===== src/rtl/ticket_dispense_ctrl.sv =====
// Multi-ticket dispense controller: feeds one ticket at a time, confirms each on the
// exit sensor, retries on sensor timeout and latches a fault after repeated misses.
module ticket_dispense_ctrl #(
  parameter int CNT_W   = 4,
  parameter int TIMEOUT = 1000,
  parameter int RETRIES = 2,
  parameter int GAP_CYC = 4
) (
  input  logic             clk,
  input  logic             rst,
  input  logic             start,
  input  logic [CNT_W-1:0] num_tickets,
  input  logic             sensor_t,
  input  logic             clear_fault,
  output logic             ticket_out,
  output logic             busy,
  output logic             done,
  output logic             fault,
  output logic [CNT_W-1:0] issued
);

  localparam int TW = (TIMEOUT > 1) ? $clog2(TIMEOUT) : 1;
  localparam int RW = $clog2(RETRIES + 1);
  localparam int GW = (GAP_CYC > 2) ? $clog2(GAP_CYC - 1) : 1;

  typedef enum logic [2:0] {
    S_IDLE, S_FEED, S_WAIT, S_GAP, S_DONE, S_FAULT
  } state_t;

  // The FEED cycle is itself one of the low gap cycles, so GAP holds GAP_CYC-1 cycles.
  localparam state_t S_REFEED = (GAP_CYC == 1) ? S_FEED : S_GAP;

  state_t           state, state_nx;
  logic [CNT_W-1:0] target, target_nx, issued_nx;
  logic [TW-1:0]    timer, timer_nx;
  logic [RW-1:0]    retry, retry_nx;
  logic [GW-1:0]    gap_cnt, gap_nx;
  logic             tout_nx;

  always_ff @(posedge clk or posedge rst) begin
    if (rst) begin
      state      <= S_IDLE;
      target     <= '0;
      issued     <= '0;
      timer      <= '0;
      retry      <= '0;
      gap_cnt    <= '0;
      ticket_out <= 1'b0;
      busy       <= 1'b0;
      done       <= 1'b0;
      fault      <= 1'b0;
    end else begin
      state      <= state_nx;
      target     <= target_nx;
      issued     <= issued_nx;
      timer      <= timer_nx;
      retry      <= retry_nx;
      gap_cnt    <= gap_nx;
      ticket_out <= tout_nx;
      busy       <= (state_nx != S_IDLE);
      done       <= (state_nx == S_DONE);
      fault      <= (state_nx == S_FAULT);
    end
  end

  always_comb begin
    state_nx  = state;
    target_nx = target;
    issued_nx = issued;
    timer_nx  = timer;
    retry_nx  = retry;
    gap_nx    = gap_cnt;
    tout_nx   = ticket_out;
    case (state)
      S_IDLE: begin
        if (start) begin
          issued_nx = '0;
          if (num_tickets != '0) begin
            target_nx = num_tickets;
            retry_nx  = '0;
            state_nx  = S_FEED;
          end else begin
            state_nx = S_DONE;
          end
        end
      end
      S_FEED: begin
        tout_nx  = 1'b1;
        timer_nx = '0;
        state_nx = S_WAIT;
      end
      S_WAIT: begin
        if (sensor_t) begin
          tout_nx   = 1'b0;
          issued_nx = issued + 1'b1;
          retry_nx  = '0;
          gap_nx    = '0;
          state_nx  = (issued_nx == target) ? S_DONE : S_REFEED;
        end else if (timer == TW'(TIMEOUT - 1)) begin
          tout_nx  = 1'b0;
          retry_nx = retry + 1'b1;
          gap_nx   = '0;
          state_nx = (retry_nx == RW'(RETRIES)) ? S_FAULT : S_REFEED;
        end else begin
          timer_nx = timer + 1'b1;
        end
      end
      S_GAP: begin
        if (gap_cnt == GW'(GAP_CYC - 2)) state_nx = S_FEED;
        else                             gap_nx   = gap_cnt + 1'b1;
      end
      S_DONE: state_nx = S_IDLE;
      S_FAULT: begin
        tout_nx = 1'b0;
        if (clear_fault) state_nx = S_IDLE;
      end
      default: state_nx = S_IDLE;
    endcase
  end

endmodule


===== config.mk =====
export PLATFORM = sky130hd
export DESIGN_NAME = ticket_dispense_ctrl
export DESIGN_NICKNAME = d
export VERILOG_FILES = /design/src/rtl/ticket_dispense_ctrl.sv
export SDC_FILE = /design/constraint.sdc
export NUM_CORES = 1
export LEC_CHECK = 0
export BUFFER_PORTS_ARGS = -buffer_cell sky130_fd_sc_hd__buf_2
export CELL_PAD_IN_SITES_DETAIL_PLACEMENT = 0
export CELL_PAD_IN_SITES_GLOBAL_PLACEMENT = 2
export CORE_MARGIN = 4
export CORE_UTILIZATION = 37
export DETAILED_ROUTE_END_ITERATION = 16
export PLACE_DENSITY = 0.86
export SETUP_SLACK_MARGIN = 0.05
export SYNTH_ARGS = -nofsm -noshare
export SYNTH_HDL_FRONTEND = slang
export SYNTH_SLANG_ARGS = --single-unit

===== constraint.sdc =====
create_clock -name clk -period 2 [get_ports clk]
set_clock_uncertainty 0.1 [all_clocks]
set_input_delay 0.2 -clock clk [delete_from_list [all_inputs] [get_ports clk]]
set_output_delay 0.2 -clock clk [all_outputs]
set_load 0.02 [all_outputs]

==> results.md, run 1 <==
* Total CTS buffers at 5
* Net Sw Power at 997.5 uW
* FF-to-FF path depth at 5
* Setup WS pre-CTS at approximately 0.21 ns
* Synth async-reset ratio at 100.0%
* Layout Cells excl Fill at about 240
* First-pass GRT wire length at approximately 5800 um
* Initial antenna violation count at 0
* ANT nets after route at 0
* Max Fanout on Critical Path at 10
* Design Power at approximately 2.6 mW
* Cell Area, Synth at between 1500 and 2000 sq um
* RSZ-0062 raised after global routing: no
* Outcome: finished, final reports clean
* Setup TNS at 0 ns
* Cts repair resizes at 0
* Routed WL per cell at around 15 um
* Fmax at ~550 MHz
* Routed vias at 1274
* Final setup violating endpoints at 0
* Vias per cell at roughly 5.4
* Fraction of layout cells with a size suffix above 1 at roughly 26%
* Most frequent cells in the layout: dfrtp_1, nand2_1, buf_2
* GPL Wtd Cong at about 0.83
* Max incr delay on CP at a little under 0.5 ns
* Tmin final at approximately 1.8 ns
* Post-Syn Area per Cell at just over 10 sq um
* H-tree Lvls at 2
* HP Class: in -> reg
* Post-Syn Nets at 168
* Clk sinks at 29
* Hold Path Stages at 2
* Unique masters post-synth at between 40 and 50
* DP HPWL at about 2700 um
* Core area at about 4100 sq um
* Initial Util at 39.07%
* Switching Share at approximately two fifths
* Max IR drop VDD at around 0.7 mV
* Vias in the first global route at about 1300
* Final WL at about 3600 um
* Ports at 17
* Number of synthesized flops with an enable pin at 0
* Rel. slew slack at about two thirds
* Clock Tree Buf Depth at 2
* Critical Path AT at 1.94 ns
* Cell family with the largest share of critical-path delay: simple AND/OR/NAND/NOR gates
* #FFs+latches synth at 29
* Grt ovf at 0
* Post-CTS Setup Repair Bufs at 0
* Synth Flop Type: dfrtp_1
* Cell Rows at 23
* Synth Instances at 155
* Leak Pwr at roughly 0.9 nW
* Synth Warn # at 0
* Crit Path Class: reg -> reg
* Port Buf Inserts at 16
* Worst R2R Start: state[2]
* DRC at 0
* Die H at 73.92 um
* Final Cell Area at 1906 sq um
* Die ar. at 5464 sq um
* Capturing point of the worst reg2reg path: timer[7]
* Total track usage at 14.37%
* DP Area at approximately 1800 sq um
* Int Pwr at ~1.6 mW
* Hold Path Origin: clear_fault
* Reg clk slew, reported paths at around 0.070 ns
* Die width at 73.92 um
* Clock Power Share at a little over a fifth
* # diodes at 0
* Largest net degree at the start of global routing at 30
* Final Hold Viols at 0
* First-pass detailed-route iteration total at 4
* Crit-path cells: buf_4, nor4b_4, nand3_1, or4_1, nand2_1
* Max-cap viol count at 0
* DR iter-0 viols at 46
* Slowest CP cell: or4_1
* Max Transition Viols Final at 0
* Worst reg2reg setup slack at roughly 0.19 ns
* CP required at 2.13 ns
* Kind of end point of the critical path: flop
* Critical Path Source Type: flop
* Clock tree from TritonCTS: done
* Inst Count DP at around 230
* Commonest non-fill, non-tap cell in the layout: dfrtp_1
* Layout net count at between 150 and 200
* Part of the power in combinational logic at 44.3%
* Buf+Inv Stages, Crit Path at 1
* PwrDens at 1352 nW/um^2
* Skew-Pair Late Insertion Delay at a little under 0.3 ns
* Fin crit share at roughly nine tenths
* Final WS setup at 0.1861 ns
* Sequential area share after synthesis at between 40% and 50%
* Clk root buf: clkbuf_8
* Area delta synth->final at 18.52%
* Hold Path End: fault
* Measured slew at the worst slew-check pin at between 0.4 and 0.5 ns
* Reg power frac at roughly a third
==> how the worst max path moves through the flow <==
| stage | slack, ns | depth (start not counted) | startpoint | end |
|---|---|---|---|---|
| 6_report | 0.19 | 5 | state[2] | timer[7] |
| 5_1_grt | 0.09 | 5 | state[2] | timer[7] |
| 3_3_place_gp | 0.22 | 5 | state[0] | timer[0] |
| 2_1_floorplan | 0.22 | 5 | state[0] | timer[0] |
| 3_5_place_dp | 0.21 | 5 | state[2] | timer[7] |
| 4_1_cts | 0.19 | 5 | state[2] | timer[7] |
==> cell type report <==
| type | instances | area, sq um |
|---|---|---|
| inverters | 7 | 26.28 |
| flip-flops and latches | 29 | 725.7 |
| clock buffers | 7 | 96.34 |
| repair buffers | 27 | 165.2 |
| fillers | 395 | 2210 |
| well taps | 50 | 62.56 |
| clock inverters | 1 | 5.005 |
| multi-input cells | 115 | 824.5 |
==> worst register-to-register path, stage by stage, from the launching register on <==
cell,delay (ns)
dfrtp_1,0.38
buf_4,0.17
nor4b_4,0.35
nand3_1,0.18
or4_1,0.49
nand2_1,0.08
==> power by group through the flow <==
stage / Combinational (mW) / Sequential, mW / Clock [mW]
floorplan: 0.742 / 0.948 / 0
global placement: 1.13 / 0.898 / 0
detailed placement: 1.14 / 0.905 / 0
CTS: 1.15 / 0.897 / 0.547
global route: 1.25 / 0.921 / 0.580
finish: 1.14 / 0.896 / 0.540
==> stage by stage <==
stage	hold WS, ns	util, %
6_report	0.05270	46.31
4_1_cts	0.04378	46.31
3_5_place_dp	0.1923	43.60
3_3_place_gp	0.1847	43.60
5_1_grt	0.05937	46.31
2_1_floorplan	0.1781	-
==> sequential cells by signal, indices dropped and copies added, names as in the netlist <==
name        cells
target          4
retry           2
done            1
fault           1
state           3
gap_cnt         2
busy            1
ticket_out      1
timer          10
issued          4
==> synth_stat cells (2+ instances only) <==
library cell	instances	share of area, %
and4_1	2	1.1
nand4_1	6	2.3
nand4b_1	2	1.1
and2b_1	2	0.93
mux2i_1	2	1.2
ha_1	4	3.1
xnor2_1	5	2.7
nor2_1	9	2.1
nand2_1	16	3.7
or4_1	2	0.93
buf_6	2	1.4
xor2_1	7	3.8
nor4_1	2	0.78
nor3_1	3	0.93
a21o_1	2	0.93
dfrtp_1	29	45
nand3_1	6	1.9
and3_1	2	0.78
o32ai_1	2	1.1
inv_1	7	1.6
o21ai_0	8	2.5
a21oi_1	6	1.9
mux2_2	5	3.5
==> repair_timing <==
action,4_1_cts,5_1_grt
hold endpoints to repair,29,0
endpoints found under the setup margin,0,0
hold buffers,1,0
==> cells by family (layout without fill, tap and decap cells) <==
| family | Yosys count | in the layout | synth area share (%) |
|---|---|---|---|
| simple gates | 62 | 62 | 22.88 |
| fa+ha+maj | 4 | 4 | 3.113 |
| compound gates | 29 | 29 | 13.08 |
| xor+xnor | 12 | 12 | 6.537 |
| mux | 8 | 8 | 5.680 |
| buf+inv | 11 | 42 | 3.579 |
| flops | 29 | 29 | 45.14 |
==> layer usage <==
layer	global-route usage [%]	wire length (um)
met4	7.445	80
met1	16.07	1591
met3	4.241	109
met2	24.61	1786
met5	0	0
No activity file was read; power rests on OpenSTA's default activity.
==> inputs of run 2 (changes only) <==
PLACE_DENSITY = 0.81   (was 0.86)
==> run 2 against run 1 <==
Net effect:
- via count is 1.0% higher
- worst hold slack better by 0.014 ns
- sequential cell count stayed put
- critical path depth is 1 lower
- global-route usage is 0.95 points higher
- largest power group unchanged
==> results.md, run 2 (synthesis gave the netlist of run 1 again) <==
* Critical Path AT at 1.89 ns
* Critical Path Source Type: flop
* Grt ovf at 0
* Clock tree from TritonCTS: done
* Final Hold Viols at 0
* Leak Pwr at between 0.8 and 0.9 nW
* Fin crit share at 91.45%
* HP Class: in -> reg
* # diodes at 0
* DP HPWL at 2687 um
* Vias in the first global route at 1335
* Largest register by flop count: timer
* CP required at a little over 2 ns
* H-tree Lvls at 2
* Reg clk slew, reported paths at approximately 0.06 ns
* Layout Cells excl Fill at approximately 240
* Routed WL per cell at between 15 and 20 um
* Setup WS pre-CTS at 0.1820 ns
* PwrDens at roughly 1300 nW/um^2
* Max reg flops at 10
* Routed vias at 1287
* Outcome: finished, final reports clean
* Clk root buf: clkbuf_8
* Commonest non-fill, non-tap cell in the layout: dfrtp_1
* Area delta synth->final at 18.05%
* Final WL at between 3000 and 4000 um
* Die H at roughly 74 um
* Switching Share at between 30 and 40%
* Die width at between 70 and 80 um
* RSZ-0062 raised after global routing: no
* First-pass GRT wire length at about 6300 um
* Initial Util at about two fifths
* Vias per cell at about 5.5
* Skew-Pair Late Insertion Delay at 0.28 ns
* Measured slew at the worst slew-check pin at between 0.4 and 0.5 ns
* Final WS setup at about 0.17 ns
* Max Transition Viols Final at 0
* Net Sw Power at a little under 1 mW
* Die ar. at ~5500 sq um
* Clock Tree Buf Depth at 2
* Post-CTS Setup Repair Bufs at 0
* DR iter-0 viols at 27
* ANT nets after route at 0
* Setup TNS at 0 ns
* GPL Wtd Cong at slightly above 0.8
* Fmax at between 500 and 600 MHz
* Top flop regs: timer: 10 flops, issued: 4 flops, target: 4 flops
* Cell Rows at 23
* Clk sinks at 29
* Largest net degree at the start of global routing at 30
* Max IR drop VDD at 0.6871 mV
* Max Fanout on Critical Path at 6
* Reg power frac at between 30% and 40%
* Inst Count DP at approximately 230
* Final hold slack at around 0.067 ns
* Rel. slew slack at 67.35%
* Clock Power Share at between 10% and 20%
* Crit Path Class: reg -> reg
* Layout net count at 199
* Part of the power in combinational logic at ~45%
* Port Buf Inserts at 16
* DRC at 0
* Tmin final at between 1.5 and 2 ns
* Most frequent cells in the layout: dfrtp_1, nand2_1, buf_2
* Fraction of layout cells with a size suffix above 1 at around a quarter
* Ports at 17
* First-pass detailed-route iteration total at 4
* Initial antenna violation count at 0
* Final setup violating endpoints at 0
* Core area at ~4000 sq um
* Total track usage at between 10% and 20%
* Kind of end point of the critical path: flop
* Int Pwr at roughly 1.6 mW
* Max-cap viol count at 0
* Total CTS buffers at 5
-- run 2: metrics by stage --
stage	utilization, %	power [mW]	area (sq um)
final	46.12	2.543	1898
after global routing	46.12	2.748	1898
after CTS	46.12	2.572	1898
after global placement	43.78	2.042	1802
after detailed placement	43.78	2.067	1802
after floorplan	-	1.691	1608
-- run 2: power by group through the flow --
| stage | logic (mW) | registers (mW) | clock network, mW |
|---|---|---|---|
| floorplan | 0.742 | 0.948 | 0 |
| global placement | 1.14 | 0.906 | 0 |
| detailed placement | 1.15 | 0.913 | 0 |
| CTS | 1.16 | 0.904 | 0.504 |
| global route | 1.29 | 0.930 | 0.530 |
| finish | 1.15 | 0.904 | 0.485 |
-- run 2: repair_timing --
| action | in CTS | in global routing |
|---|---|---|
| gates resized for setup | 0 | 0 |
| endpoints found under the setup margin | 0 | 0 |
| endpoints found under the hold margin | 29 | 0 |
| hold buffers | 1 | 0 |
-- run 2: final cells by class --
class / count / area (sq um)
repair buffers: 28 / 172.7
flip-flops and latches: 29 / 725.7
multi-input cells: 115 / 824.5
well taps: 50 / 62.56
fillers: 394 / 2217
clock buffers: 7 / 86.33
inverters: 7 / 26.28
-- run 2: final timing paths --
check,startpoint,end,slack (ns),depth (start not counted)
max in group asynchronous,rst,ticket_out,1.08,4
setup / recovery,state[2],timer[0],0.17,4
setup reg to reg,state[2],timer[0],0.17,4
hold reg to reg,ticket_out,ticket_out,0.41,2
hold / removal,num_tickets[1],target[1],0.07,2
min in group asynchronous,rst,timer[4],0.44,4
-- run 2: per-layer routing --
metal	track usage (%)	part of all wire [%]
met2	25.10	50
met1	18.98	45
met5	0	0
met4	6.036	1.0
met3	4.378	4.4
-- run 2: critical path: stages (launching register included) --
cell     delay, ns
dfrtp_1       0.43
or4b_4        0.60
a31oi_4       0.24
nor2_1        0.08
mux2_4        0.26
==> inputs of run 3 (changes only) <==
ABC_AREA = 1   (was unset)
CORE_UTILIZATION = 33   (was 37)
==> run 3 against run 2 <==
Net effect:
- synthesized area barely moved
- clock power hardly changed
- synthesized cell count rose by 38%
- worst hold slack worse by 0.034 ns
- critical path depth increased by 5
- largest power group unchanged
- non-clock buffer count shrank 5
- via count up 7.7%
- power shrank 3.1%
- count of clock-buffer cells in the layout did not move
- cell count increased by 32%
- setup slack better by 0.059 ns
==> results.md, run 3 <==
* Outcome: finished, final reports clean
* Int Pwr at approximately 1.4 mW
* Ports at 17
* ANT nets after route at 0
* Routed WL per cell at around 11 um
* Critical Path Source Type: flop
* Final WL at about 3600 um
* CP startpoint: issued[1]
* Capturing point of the worst reg2reg path: busy
* Synth Instances at around 210
* Routed vias at ~1400
* Core area at 4723 sq um
* Final hold slack at between 0.03 and 0.04 ns
* Top-count cell post-synth: nand2_1
* Fmax at 564.9 MHz
* #FFs+latches synth at 29
* Area delta synth->final at 19.13%
* Kind of end point of the critical path: flop
* CP required at roughly 2.1 ns
* RSZ-0062 raised after global routing: no
* Layout net count at about 260
* Grt ovf at 0
* DP HPWL at roughly 2800 um
* Yosys top cell by area: dfrtp_1
* Setup TNS at 0 ns
* Sequential area share after synthesis at 45.10%
* Max Transition Viols Final at 0
* Total track usage at around an eighth
* Synth async-reset ratio at between 90% and 100%
* Clock Power Share at about a fifth
* Synth Flop Type: dfrtp_1
* Skew-Pair Late Insertion Delay at roughly 0.28 ns
* Critical Path AT at 1.84 ns
* Port Buf Inserts at 16
* Worst R2R Start: issued[1]
* Rel. slew slack at about three quarters
* # diodes at 0
* Largest register by flop count: timer
* Synth area leaders: dfrtp_1, nand2_1, inv_1, nor2_1, nand3_1
* Fin crit share at 88.52%
* H-tree Lvls at 2
* Largest net degree at the start of global routing at 30
* Crit Path Class: reg -> reg
* Clk sinks at 29
* HP Class: in -> reg
* Die ar. at 6057 sq um
* Top flop regs: timer: 10 flops, issued: 4 flops, target: 4 flops
* Clk root buf: clkbuf_8
* Fraction of layout cells with a size suffix above 1 at approximately 16%
* Vias per cell at 4.457
* First-pass GRT wire length at 6182 um
* Cell Rows at 25
* DR iter-0 viols at 74
* Leak Pwr at 0.9607 nW
* PwrDens at between 1000 and 1500 nW/um^2
* Max-cap viol count at 0
* Final setup violating endpoints at 0
* Max IR drop VDD at 0.5618 mV
* DRC at 0
* GPL Wtd Cong at between 0.7 and 0.8
* Clock Tree Buf Depth at 2
* Initial antenna violation count at 0
* Most frequent cells in the layout: nand2_1, inv_1, nor2_1
* Max reg flops at 10
* Die width at roughly 80 um
* Synth top cells by count: nand2_1, inv_1, nor2_1
* Measured slew at the worst slew-check pin at 0.3725 ns
* Post-CTS Setup Repair Bufs at 0
* Number of synthesized flops with an enable pin at 0
* Post-synth top area share at between 40 and 50%
* Critical Path End: busy
* Total CTS buffers at 5
* Die H at 77.83 um
* Synth Warn # at 0
* Commonest non-fill, non-tap cell in the layout: nand2_1
* First-pass detailed-route iteration total at 5
* FF-to-FF path depth at 9
* Cell Area, Synth at 1609 sq um
* Tmin final at around 1.8 ns
* Initial Util at 34.07%
* Worst reg2reg setup slack at about 0.23 ns
* Net Sw Power at 1.057 mW
* Switching Share at about 43%
* Post-Syn Area per Cell at between 7 and 8 sq um
* Reg clk slew, reported paths at roughly 0.06 ns
* Clock tree from TritonCTS: done
* Max Fanout on Critical Path at 5
* Unique masters post-synth at 26
* Final Hold Viols at 0
* Part of the power in combinational logic at between 40% and 50%
* Reg power frac at between 30% and 40%
* Vias in the first global route at between 1000 and 1500
* Post-Syn Nets at 227
-- run 3: cell types whose count changed after synthesis, moves of 7 or more --
cell / delta
nand2_1: +38
inv_1: +24
nor2_1: +21
nand3_1: +12
o21ai_0: +8
xor2_1: -7
-- run 3: cells by family after synthesis --
group	synth area share, %
xor+xnor	1.089
simple gates	31.73
buf+inv	7.621
fa+ha+maj	3.111
flops	45.10
compound gates	11.35
-- run 3: worst max-delay path: stages (launching register included) --
cell and delay (ns):
dfrtp_1 0.42, ha_1 0.29, inv_1 0.06, or2_2 0.26, nand3_1 0.08, nor2_1 0.05
nand2_2 0.09, nand2_1 0.09, a21oi_4 0.16, nand2_1 0.07
-- run 3: metrics by stage --
step | util (%) | instances | instance area (sq um) | setup WS [ns] | total power, mW
2_1_floorplan | - | 214 | 1609 | 0.1515 | 1.659
3_3_place_gp | 38.49 | 303 | 1818 | 0.2130 | 2.017
3_5_place_dp | 38.49 | 303 | 1818 | 0.1793 | 2.002
4_1_cts | 40.53 | 311 | 1914 | 0.1662 | 2.498
5_1_grt | 40.58 | 311 | 1917 | 0.06021 | 2.720
6_report | 40.58 | 311 | 1917 | 0.2297 | 2.465
-- run 3: final cells by class --
type                    count  area (sq um)
clock buffers               7         86.33
fillers                   488          2806
inverters                  32         122.6
multi-input cells         153         763.2
flip-flops and latches     29         725.7
well taps                  67         83.83
repair buffers             23         135.1
-- run 3: worst min-delay path by stage --
stage | start | end | slack, ns | depth (start not counted)
detailed placement | rst | issued[3] | 0.21 | 3
floorplan | rst | busy | 0.18 | 1
global route | num_tickets[2] | target[2] | 0.04 | 3
global placement | rst | issued[3] | 0.20 | 3
finish | num_tickets[2] | target[2] | 0.03 | 3
CTS | num_tickets[2] | target[2] | 0.03 | 3
-- run 3: per-layer routing --
layer	vias up	routed length [um]	share of wire (%)	global-route usage (%)
li1	746	-	-	-
met3	7	107	3.0	3.016
met5	-	0	0	0
met4	0	76	2.1	6.940
met1	617	1840	51	17.52
met2	16	1552	43	20.03
-- run 3: power by group through the flow --
stage | sequential, mW | clock, mW | combinational (mW)
after floorplan | 0.940 | 0 | 0.719
after global placement | 0.886 | 0 | 1.13
after detailed placement | 0.886 | 0 | 1.12
after CTS | 0.876 | 0.502 | 1.12
after global routing | 0.901 | 0.541 | 1.28
final | 0.875 | 0.485 | 1.10
-- run 3: timing repair --
| action | 4_1_cts | 5_1_grt |
|---|---|---|
| hold buffers | 1 | 0 |
| endpoints found under the setup margin | 0 | 4 |
| gates resized for setup | 0 | 1 |
| endpoints found under the hold margin | 29 | 0 |
